===== config.mk =====
export PLATFORM = sky130hd
export DESIGN_NAME = term_writer
export DESIGN_NICKNAME = d
export VERILOG_FILES = /design/src/rtl/term_pkg.sv /design/src/rtl/term_sweep.sv /design/src/rtl/term_writer.sv
export SDC_FILE = /design/constraint.sdc
export NUM_CORES = 1
export LEC_CHECK = 0
export ABC_AREA = 1
export BUFFER_PORTS_ARGS = -buffer_cell sky130_fd_sc_hd__clkbuf_2
export CAP_MARGIN = 20
export CORE_AREA = 4 4 155 82
export DETAILED_ROUTE_END_ITERATION = 6
export DIE_AREA = 0 0 159 86
export PLACE_DENSITY = 0.51
export SETUP_SLACK_MARGIN = 0.1
export SLEW_MARGIN = 0
export SYNTH_ARGS = -nofsm -noshare
export SYNTH_HDL_FRONTEND = slang
export SYNTH_SLANG_ARGS = --single-unit

===== constraint.sdc =====
create_clock -name i_clk -period 2.2 [get_ports i_clk]
set_input_delay 0.33 -clock i_clk [delete_from_list [all_inputs] [get_ports i_clk]]
set_output_delay 0.33 -clock i_clk [all_outputs]
set_load 0.01 [all_outputs]

===== src/rtl/term_pkg.sv =====
// term_pkg: shared geometry defaults, control codes and FSM states for the terminal writer.
package term_pkg;
    localparam int COLS_DEF = 60;
    localparam int ROWS_DEF = 17;
    localparam logic [7:0] BS    = 8'h08;
    localparam logic [7:0] LF    = 8'h0A;
    localparam logic [7:0] FF    = 8'h0C;
    localparam logic [7:0] CR    = 8'h0D;
    localparam logic [7:0] SPACE = 8'h20;
    typedef enum logic [2:0] {
        S_CLEAR, S_IDLE, S_WRITE, S_RD, S_WT, S_WR, S_CLRROW
    } state_t;
    function automatic logic printable(input logic [7:0] c);
        return c >= 8'h20 && c != 8'h7F;
    endfunction
endpackage


===== src/rtl/term_sweep.sv =====
// term_sweep: row-major cell counter from (0,start_row) to (COLS-1,end_row).
module term_sweep #(
    parameter int COLS = 60
) (
    input  logic       i_clk,
    input  logic       i_rst_n,
    input  logic       start,
    input  logic       step,
    input  logic [4:0] start_row,
    input  logic [4:0] end_row,
    output logic [5:0] x,
    output logic [4:0] y,
    output logic       done
);
    localparam logic [5:0] XMAX = 6'(COLS - 1);
    assign done = x == XMAX && y == end_row;
    always_ff @(posedge i_clk) begin
        if (!i_rst_n) begin
            x <= '0;
            y <= '0;
        end else if (start) begin
            x <= '0;
            y <= start_row;
        end else if (step) begin
            x <= x == XMAX ? 6'd0 : x + 6'd1;
            y <= x == XMAX ? y + 5'd1 : y;
        end
    end
endmodule


===== src/rtl/term_writer.sv =====
// term_writer: byte-stream terminal front end driving the text VRAM upper port.
module term_writer
    import term_pkg::*;
#(
    parameter int COLS = COLS_DEF,
    parameter int ROWS = ROWS_DEF
) (
    input  logic        i_clk,
    input  logic        i_rst_n,
    input  logic [7:0]  i_data,
    input  logic        i_valid,
    output logic        o_ready,
    output logic [10:0] o_vram_addr,
    output logic [7:0]  o_vram_din,
    input  logic [7:0]  i_vram_dout,
    output logic        o_vram_ce,
    output logic        o_vram_wre,
    output logic [5:0]  o_cur_x,
    output logic [4:0]  o_cur_y
);
    localparam logic [5:0] XMAX = 6'(COLS - 1);
    localparam logic [4:0] YMAX = 5'(ROWS - 1);
    state_t      state, state_nx;
    logic        live;
    logic [5:0]  cur_x, cur_x_nx, sx;
    logic [4:0]  cur_y, cur_y_nx, sy, sw_row;
    logic [10:0] waddr, waddr_nx;
    logic [7:0]  wdata, wdata_nx, rdata;
    logic        sw_start, sw_step, sw_done;
    assign o_cur_x = cur_x;
    assign o_cur_y = cur_y;
    // live stays low for the cycle after a reset edge so the VRAM port is quiet
    term_sweep #(.COLS(COLS)) u_sweep (
        .i_clk(i_clk), .i_rst_n(i_rst_n), .start(sw_start), .step(sw_step),
        .start_row(sw_row), .end_row(YMAX), .x(sx), .y(sy), .done(sw_done)
    );
    always_comb begin
        state_nx    = state;
        cur_x_nx    = cur_x;
        cur_y_nx    = cur_y;
        waddr_nx    = waddr;
        wdata_nx    = wdata;
        sw_start    = 1'b0;
        sw_step     = 1'b0;
        sw_row      = 5'd0;
        o_ready     = 1'b0;
        o_vram_ce   = 1'b0;
        o_vram_wre  = 1'b0;
        o_vram_addr = {sy, sx};
        o_vram_din  = 8'h00;
        case (state)
            S_CLEAR: begin
                o_vram_ce  = live;
                o_vram_wre = live;
                o_vram_din = live ? SPACE : 8'h00;
                sw_step    = live;
                state_nx   = live && sw_done ? S_IDLE : S_CLEAR;
            end
            S_IDLE: begin
                o_ready     = 1'b1;
                o_vram_addr = {cur_y, cur_x};
                if (i_valid) begin
                    if (printable(i_data)) begin
                        state_nx = S_WRITE;
                        waddr_nx = {cur_y, cur_x};
                        wdata_nx = i_data;
                        cur_x_nx = cur_x == XMAX ? 6'd0 : cur_x + 6'd1;
                        cur_y_nx = cur_x == XMAX && cur_y != YMAX ? cur_y + 5'd1 : cur_y;
                    end else if (i_data == BS) begin
                        if (cur_x != 6'd0) begin
                            state_nx = S_WRITE;
                            cur_x_nx = cur_x - 6'd1;
                            waddr_nx = {cur_y, cur_x - 6'd1};
                            wdata_nx = SPACE;
                        end
                    end else if (i_data == FF) begin
                        state_nx = S_CLEAR;
                        cur_x_nx = 6'd0;
                        cur_y_nx = 5'd0;
                        sw_start = 1'b1;
                    end else if (i_data == CR) begin
                        cur_x_nx = 6'd0;
                    end else if (i_data == LF) begin
                        cur_y_nx = cur_y != YMAX ? cur_y + 5'd1 : cur_y;
                        state_nx = cur_y != YMAX ? S_IDLE : S_RD;
                        sw_start = cur_y == YMAX;
                        sw_row   = 5'd1;
                    end
                end
            end
            S_WRITE: begin
                o_vram_ce   = 1'b1;
                o_vram_wre  = 1'b1;
                o_vram_addr = waddr;
                o_vram_din  = wdata;
                // only a printable at the bottom-right cell can wrap into a scroll
                state_nx    = waddr == {YMAX, XMAX} ? S_RD : S_IDLE;
                sw_start    = waddr == {YMAX, XMAX};
                sw_row      = 5'd1;
            end
            S_RD: begin
                o_vram_ce = 1'b1;
                state_nx  = S_WT;
            end
            S_WT: state_nx = S_WR;
            S_WR: begin
                o_vram_ce   = 1'b1;
                o_vram_wre  = 1'b1;
                o_vram_addr = {sy - 5'd1, sx};
                o_vram_din  = rdata;
                state_nx    = sw_done ? S_CLRROW : S_RD;
                sw_start    = sw_done;
                sw_step     = !sw_done;
                sw_row      = YMAX;
            end
            S_CLRROW: begin
                o_vram_ce  = 1'b1;
                o_vram_wre = 1'b1;
                o_vram_din = SPACE;
                sw_step    = 1'b1;
                state_nx   = sw_done ? S_IDLE : S_CLRROW;
            end
            default: state_nx = S_CLEAR;
        endcase
    end
    always_ff @(posedge i_clk) begin
        if (!i_rst_n) begin
            state <= S_CLEAR;
            live  <= 1'b0;
            cur_x <= '0;
            cur_y <= '0;
            waddr <= '0;
            wdata <= '0;
            rdata <= '0;
        end else begin
            state <= state_nx;
            live  <= 1'b1;
            cur_x <= cur_x_nx;
            cur_y <= cur_y_nx;
            waddr <= waddr_nx;
            wdata <= wdata_nx;
            rdata <= state == S_WT ? i_vram_dout : rdata;
        end
    end
endmodule


# [Word-level counts from Yosys, hierarchy flattened]
# Index checks and enable logic that the tools add are counted.
[classes] reduce_logical=22 n_eq_ne=25 n_lt_le_gt_ge=1 n_addsub=6 n_bitwise=1 n_mux=58
[op_table] op="5-bit two-way mux" count=10
[op_table] op="6-bit two-way mux" count=8
[op_table] op="11-bit two-way mux" count=3
[op_table] op="11-bit one-hot mux with 3 select lines" count=1
[op_table] op="8-bit by 4-bit == test with 1-bit output, second input constant" count=4
[op_table] op="8-bit one-hot mux with 4 select lines" count=1
[op_table] op="3-bit two-way mux" count=9
[op_table] op="8-bit two-way mux" count=3
[op_table] op="3-bit one-hot mux with 7 select lines" count=1
[op_table] op="1-bit two-way mux" count=15
[op_table] op="5-bit != test, second input constant" count=3
[op_table] op="5-bit one-hot mux with 3 select lines" count=1
[op_table] op="6-bit by 1-bit adder with 6-bit output, second input constant" count=2
[op_table] op="6-bit == test, second input constant" count=2
[op_table] op="4-bit AND reduction" count=3
[op_table] op="11-bit == test, second input constant" count=1
[op_table] op="5-bit by 1-bit adder with 5-bit output, second input constant" count=2
[op_table] op="5-bit == test, second input constant" count=2
[op_table] op="3-bit == test, second input constant" count=3
[op_table] op="8-bit by 6-bit >= comparator with 1-bit output, second input constant" count=1
[op_table] op="8-bit by 7-bit != test with 1-bit output, second input constant" count=1
[op_table] op="2-bit nonzero test" count=4
[op_table] op="7-bit AND reduction" count=1
[op_table] op="3-bit by 2-bit == test with 1-bit output, second input constant" count=2
[op_table] op="other kinds (22)" count=30
[word_totals] output_inout_bits=33 word_cells=122 input_bits=19 reg_bits=53

# [Longest topological paths before layout]
[depth] ltp_word=10 mapped_depth=13 ltp_nobuf=13

# [Hierarchy]
# From an unflattened synthesis, not the netlist that was laid out.
[unflattened] hier_cells=506 hier_area_um2=3539.6
[modules_own_cells] mod="term_writer" area_each_um2=2859.0 seq_area_each_um2=840.8 cells_each=414 instances=1
[modules_own_cells] mod="term_sweep" area_each_um2=680.7 seq_area_each_um2=220.2 cells_each=92 instances=1

# [Worst setup path before layout]
# No wires, ideal clock.
[synth_path] path_kind="reg-to-reg" startpoint="reg cur_x[1] (netlist: o_cur_x[1])" endpoint="reg cur_y[0] (netlist: o_cur_y[0])" setup_ns=0.113 slack_ns=0.532 synth_period_minus_slack_ns=1.668 required_time_ns=2.087 n_path_buf=0 path_stages_with_launch=12 t_arrival_ns=1.555 cell_sequence="dfxtp_1 ha_1 inv_1 nor2_1 nand2_1 nand3_1 nand2_1 nor2_2 and2_1 nand2_1 nand2_1 nor2_1"
[synth_between] elab_chain_len=4
[synth_rtl] element="start: declaration" line="term_writer.sv:25" source="logic [5:0] cur_x, cur_x_nx, sx;"
[synth_rtl] element="start signal: assignment" line="term_writer.sv:138" source="cur_x <= cur_x_nx;"
[synth_rtl] element="6-bit == test" line="term_writer.sv:68" source="cur_y_nx = cur_x == XMAX && cur_y != YMAX ? cur_y + 5'd1 : cur_y;"
[synth_rtl] element="1-bit logical AND" line="term_writer.sv:68"
[synth_rtl] element="2-bit by 1-bit != test with 1-bit output (no source line)"
[synth_rtl] element="7-bit AND reduction (no source line)"
[synth_rtl] element="end signal: assignment" line="term_writer.sv:139" source="cur_y <= cur_y_nx;"
[synth_rtl] element="end: declaration" line="term_writer.sv:26" source="logic [4:0] cur_y, cur_y_nx, sy, sw_row;"
# Every way passes these cells.
# A chain may end at the register's enable or synchronous reset.

# [Worst setup path in the final report]
[layout_path] startpoint="reg state[2]" endpoint="out o_vram_addr[0]"
[layout_between] elab_chain_len=2 elab_cells_between_ends=4 classes_between="eq/ne (3); mux (1)"
[layout_rtl] element="start: declaration" line="term_writer.sv:23" source="state_t state, state_nx;"
[layout_rtl] element="start signal: assignment" line="term_writer.sv:136" source="state <= state_nx;"
[layout_rtl] element="3-bit == test, or another cell as far along" line="term_writer.sv:51" source="case (state)"
[layout_rtl] element="11-bit one-hot mux with 3 select lines *" line="term_writer.sv:51"
[layout_rtl] element="end: declaration" line="term_writer.sv:13" source="output logic [10:0] o_vram_addr,"
# Mark *: on every way between the ends. The rest lies on a longest branch, timed or not.

==> flow_summary.yaml <==
timing:
  slew_violations: 0
  hold_viol_final: 0
  fmax_mhz: 498
  setup_slack_ps: 190
  slew_headroom: 0.705
  finalCritPeriodShare: 0.914
  min_period_ps: 2010
  tightest_slew_ps: 441
  setup_viol: 0
  rsz0062_at_grt: "true"
  clock-skew-final_ps: 4.55
  finalSetupTns_ps: 0
layout:
  fin_cells: 735
  fillers: 1257
  drive_above_1_share: 0.195
  regArea_sq_mm: 0.00107
  area_growth_pct: 19.5
  fin_nets: 612
  diodes: 0
  final_cell_mix: "135 x nand2_1, 76 x nor2_1, 51 x clkbuf_2"
  design_area_sq_mm: 0.00401
  multiInputGateArea_sq_mm: 0.00201
  final_common_cell: "nand2_1"
grt:
  gr-usage-all-layers: 0.159
  grt_start_max_net_pins: 29
  grt_pass1_wl_mm: 17.5
  antenna_found_initial: 0
  grt_pass1_vias: 3330
  overflow: 0
drt:
  drt_wl_total_mm: 10.8
  route.detailed.drc: 0
  drt-initial-drc-count: 245
  num_vias: 3595
  final_antenna_net_count: 0
  wl_per_cell_um: 14.7
  drt-vias-per-instance: 4.89
  dr.pass1.iters: 5
flow_run:
  cap_violations: 0
clocking:
  path_clk_slew_ps: 80
  clk_latency_ps: 300
  clock-sinks: 53
  clock_path_buffers: 2
  cts_buffers: 5
  cts-root-buf: "clkbuf_16"
  cts_tree: "built"
  cts_max_level: 2
setup_path:
  crit_buf_inv: 3
  reg2reg_slack_ps: 330
  path_cells: "inv_2 -> nand3_2 -> buf_4 -> nand2_1 -> o221ai_1 -> clkbuf_2"
  slowest_delay_ps: 400
  worstPathArrival_ps: 1680
  crit_type: "flip-flop to output port"
  cp_top_family: "buffers and inverters"
  worst_path_max_delay_cell: "dfxtp_1"
  crit_required_ps: 1870
  cp-end-kind: "output port"
  start_kind: "flip-flop"
  critical_path_peak_fanout: 5
synthesis:
  synth_top_area_cell: "dfxtp_1"
  synth_edf_count: 0
  yosysUniqueCellTypes: 38
  yosysTopAreaCellShare: 0.316
  yosysWarnings: 0
  ys.flop_type: "dfxtp_1"
  synth_nets: 555
  seq_area_frac_synth: 0.316
  synth_seq_cells: 53
  synth.area.top_cells: "dfxtp_1 32%, nand2_1 15%, nor2_1 8.5%, nand3_1 5.8%, inv_1 5.6%"
  netlist_area_sq_mm: 0.00335
  synthArstFlopShare: 0
  avgSynthCellArea_sq_um: 6.37
  synth_cells: 527
floorplanning:
  io-pin-count: 52
  die_area_sq_mm: 0.0137
  start_util: 0.293
  num_rows: 28
  die_w_um: 159
  die_y_um: 86
  fp.coreArea_sq_mm: 0.0115
power_and_ir_drop:
  ir_worst_vdd_uv: 261
  switching_share: 0.256
  p_comb_frac: 0.066
  netSwitchingPower_w: 0.000494
  clkPwrFrac: 0.433
  power.density_mw_per_mm2: 480
  p_seq_frac: 0.501
  leakage_nw: 1.79
  cellInternalPower_w: 0.00143
placed_design:
  gp_congestion: 0.926
  hpwl_mm: 8.66
  dpl_cell_area_sq_mm: 0.00382
  numPortBuffers: 51
  placedCellCount: 726
  dp_slack_ps: 120
worst_hold_path:
  hp-class: "input port to flip-flop"
status:
  status: "complete, no violations"
repair_timing:
item | CTS | global route
setup endpoints to repair | 4 | 12
resized for setup | 1 | 13
hold buffers | 0 | 0
setup buffers | 0 | 1
cell families (layout without fill, tap and decap cells):
group | count (synthesis) | in the layout | synth area share
simple gates | 281 | 281 | 0.358
compound gates | 93 | 93 | 0.166
buf+inv | 78 | 136 | 0.0921
flops | 53 | 53 | 0.316
xor+xnor | 13 | 13 | 0.0339
fa+ha+maj | 9 | 9 | 0.0336
flip-flops by register name (all words and copies together), names as in the netlist:
signal	cells
o_cur_x	6
waddr	11
state	3
o_cur_y	5
u_sweep.y	5
rdata	8
u_sweep.x	6
live	1
wdata	8
per-layer routing:
metal / share of wire / vias to the layer above / global-route usage
met4: 0.0065 / 0 / 0.0260
li1: - / 1841 / -
met2: 0.36 / 135 / 0.214
met5: 0 / - / 0
met3: 0.087 / 8 / 0.0475
met1: 0.55 / 1611 / 0.247
metrics by stage:
| step | hold slack [ps] | power (W) | utilization |
|---|---|---|---|
| final | 278 | 0.00193 | 0.350 |
| after global routing | 293 | 0.00200 | 0.350 |
| after CTS | 277 | 0.00195 | 0.347 |
| after detailed placement | 447 | 0.00111 | 0.333 |
| after global placement | 448 | 0.00111 | 0.333 |
| after floorplan | 358 | 0.00106 | - |
final cells by class:
| class | instances | area share |
|---|---|---|
| inverter | 64 | 0.0599 |
| tap | 150 | 0.0468 |
| timing repair buffer | 64 | 0.0889 |
| clock buffer | 5 | 0.0312 |
| multi-input combinational | 396 | 0.500 |
| clock inverter | 3 | 0.00624 |
| sequential | 53 | 0.266 |
cell usage after synthesis, drive strengths merged (2+ instances only):
master   count
nand2      142
nor2        82
inv         64
dfxtp       53
nand3       41
o21ai       37
a21oi       32
xor2        12
ha           9
clkbuf       8
a22o         7
nand4        7
buf          6
nor3         6
o221ai       6
o2111ai      3
a31oi        2
and2         2
o211ai       2
worst min-delay path: stages:
cell	delay, ps
clkbuf_2	70
o21ai_0	70
nor2_1	80
power by group through the flow:
| stage | Sequential [W] | Combinational, W | Clock (W) |
|---|---|---|---|
| floorplan | 0.000987 | 0.0000699 | 0 |
| global placement | 0.000988 | 0.000122 | 0 |
| detailed placement | 0.000988 | 0.000124 | 0 |
| CTS | 0.000965 | 0.000125 | 0.000862 |
| global route | 0.000966 | 0.000142 | 0.000891 |
| finish | 0.000965 | 0.000127 | 0.000835 |
worst paths after layout:
path / startpoint / to / depth (start not counted)
worst min register to register: wdata[5]$_SDFFE_PN0P_ / wdata[5]$_SDFFE_PN0P_ / 2
worst max-delay path: state[2]$_SDFFE_PN0P_ / o_vram_addr[0] / 6
worst min-delay path: i_vram_dout[5] / rdata[5]$_SDFFE_PN0P_ / 3
worst max register to register: o_cur_x[1]$_SDFFE_PN0P_ / o_cur_y[1]$_SDFFE_PN0P_ / 11
No activity file was read; power rests on OpenSTA's default activity.
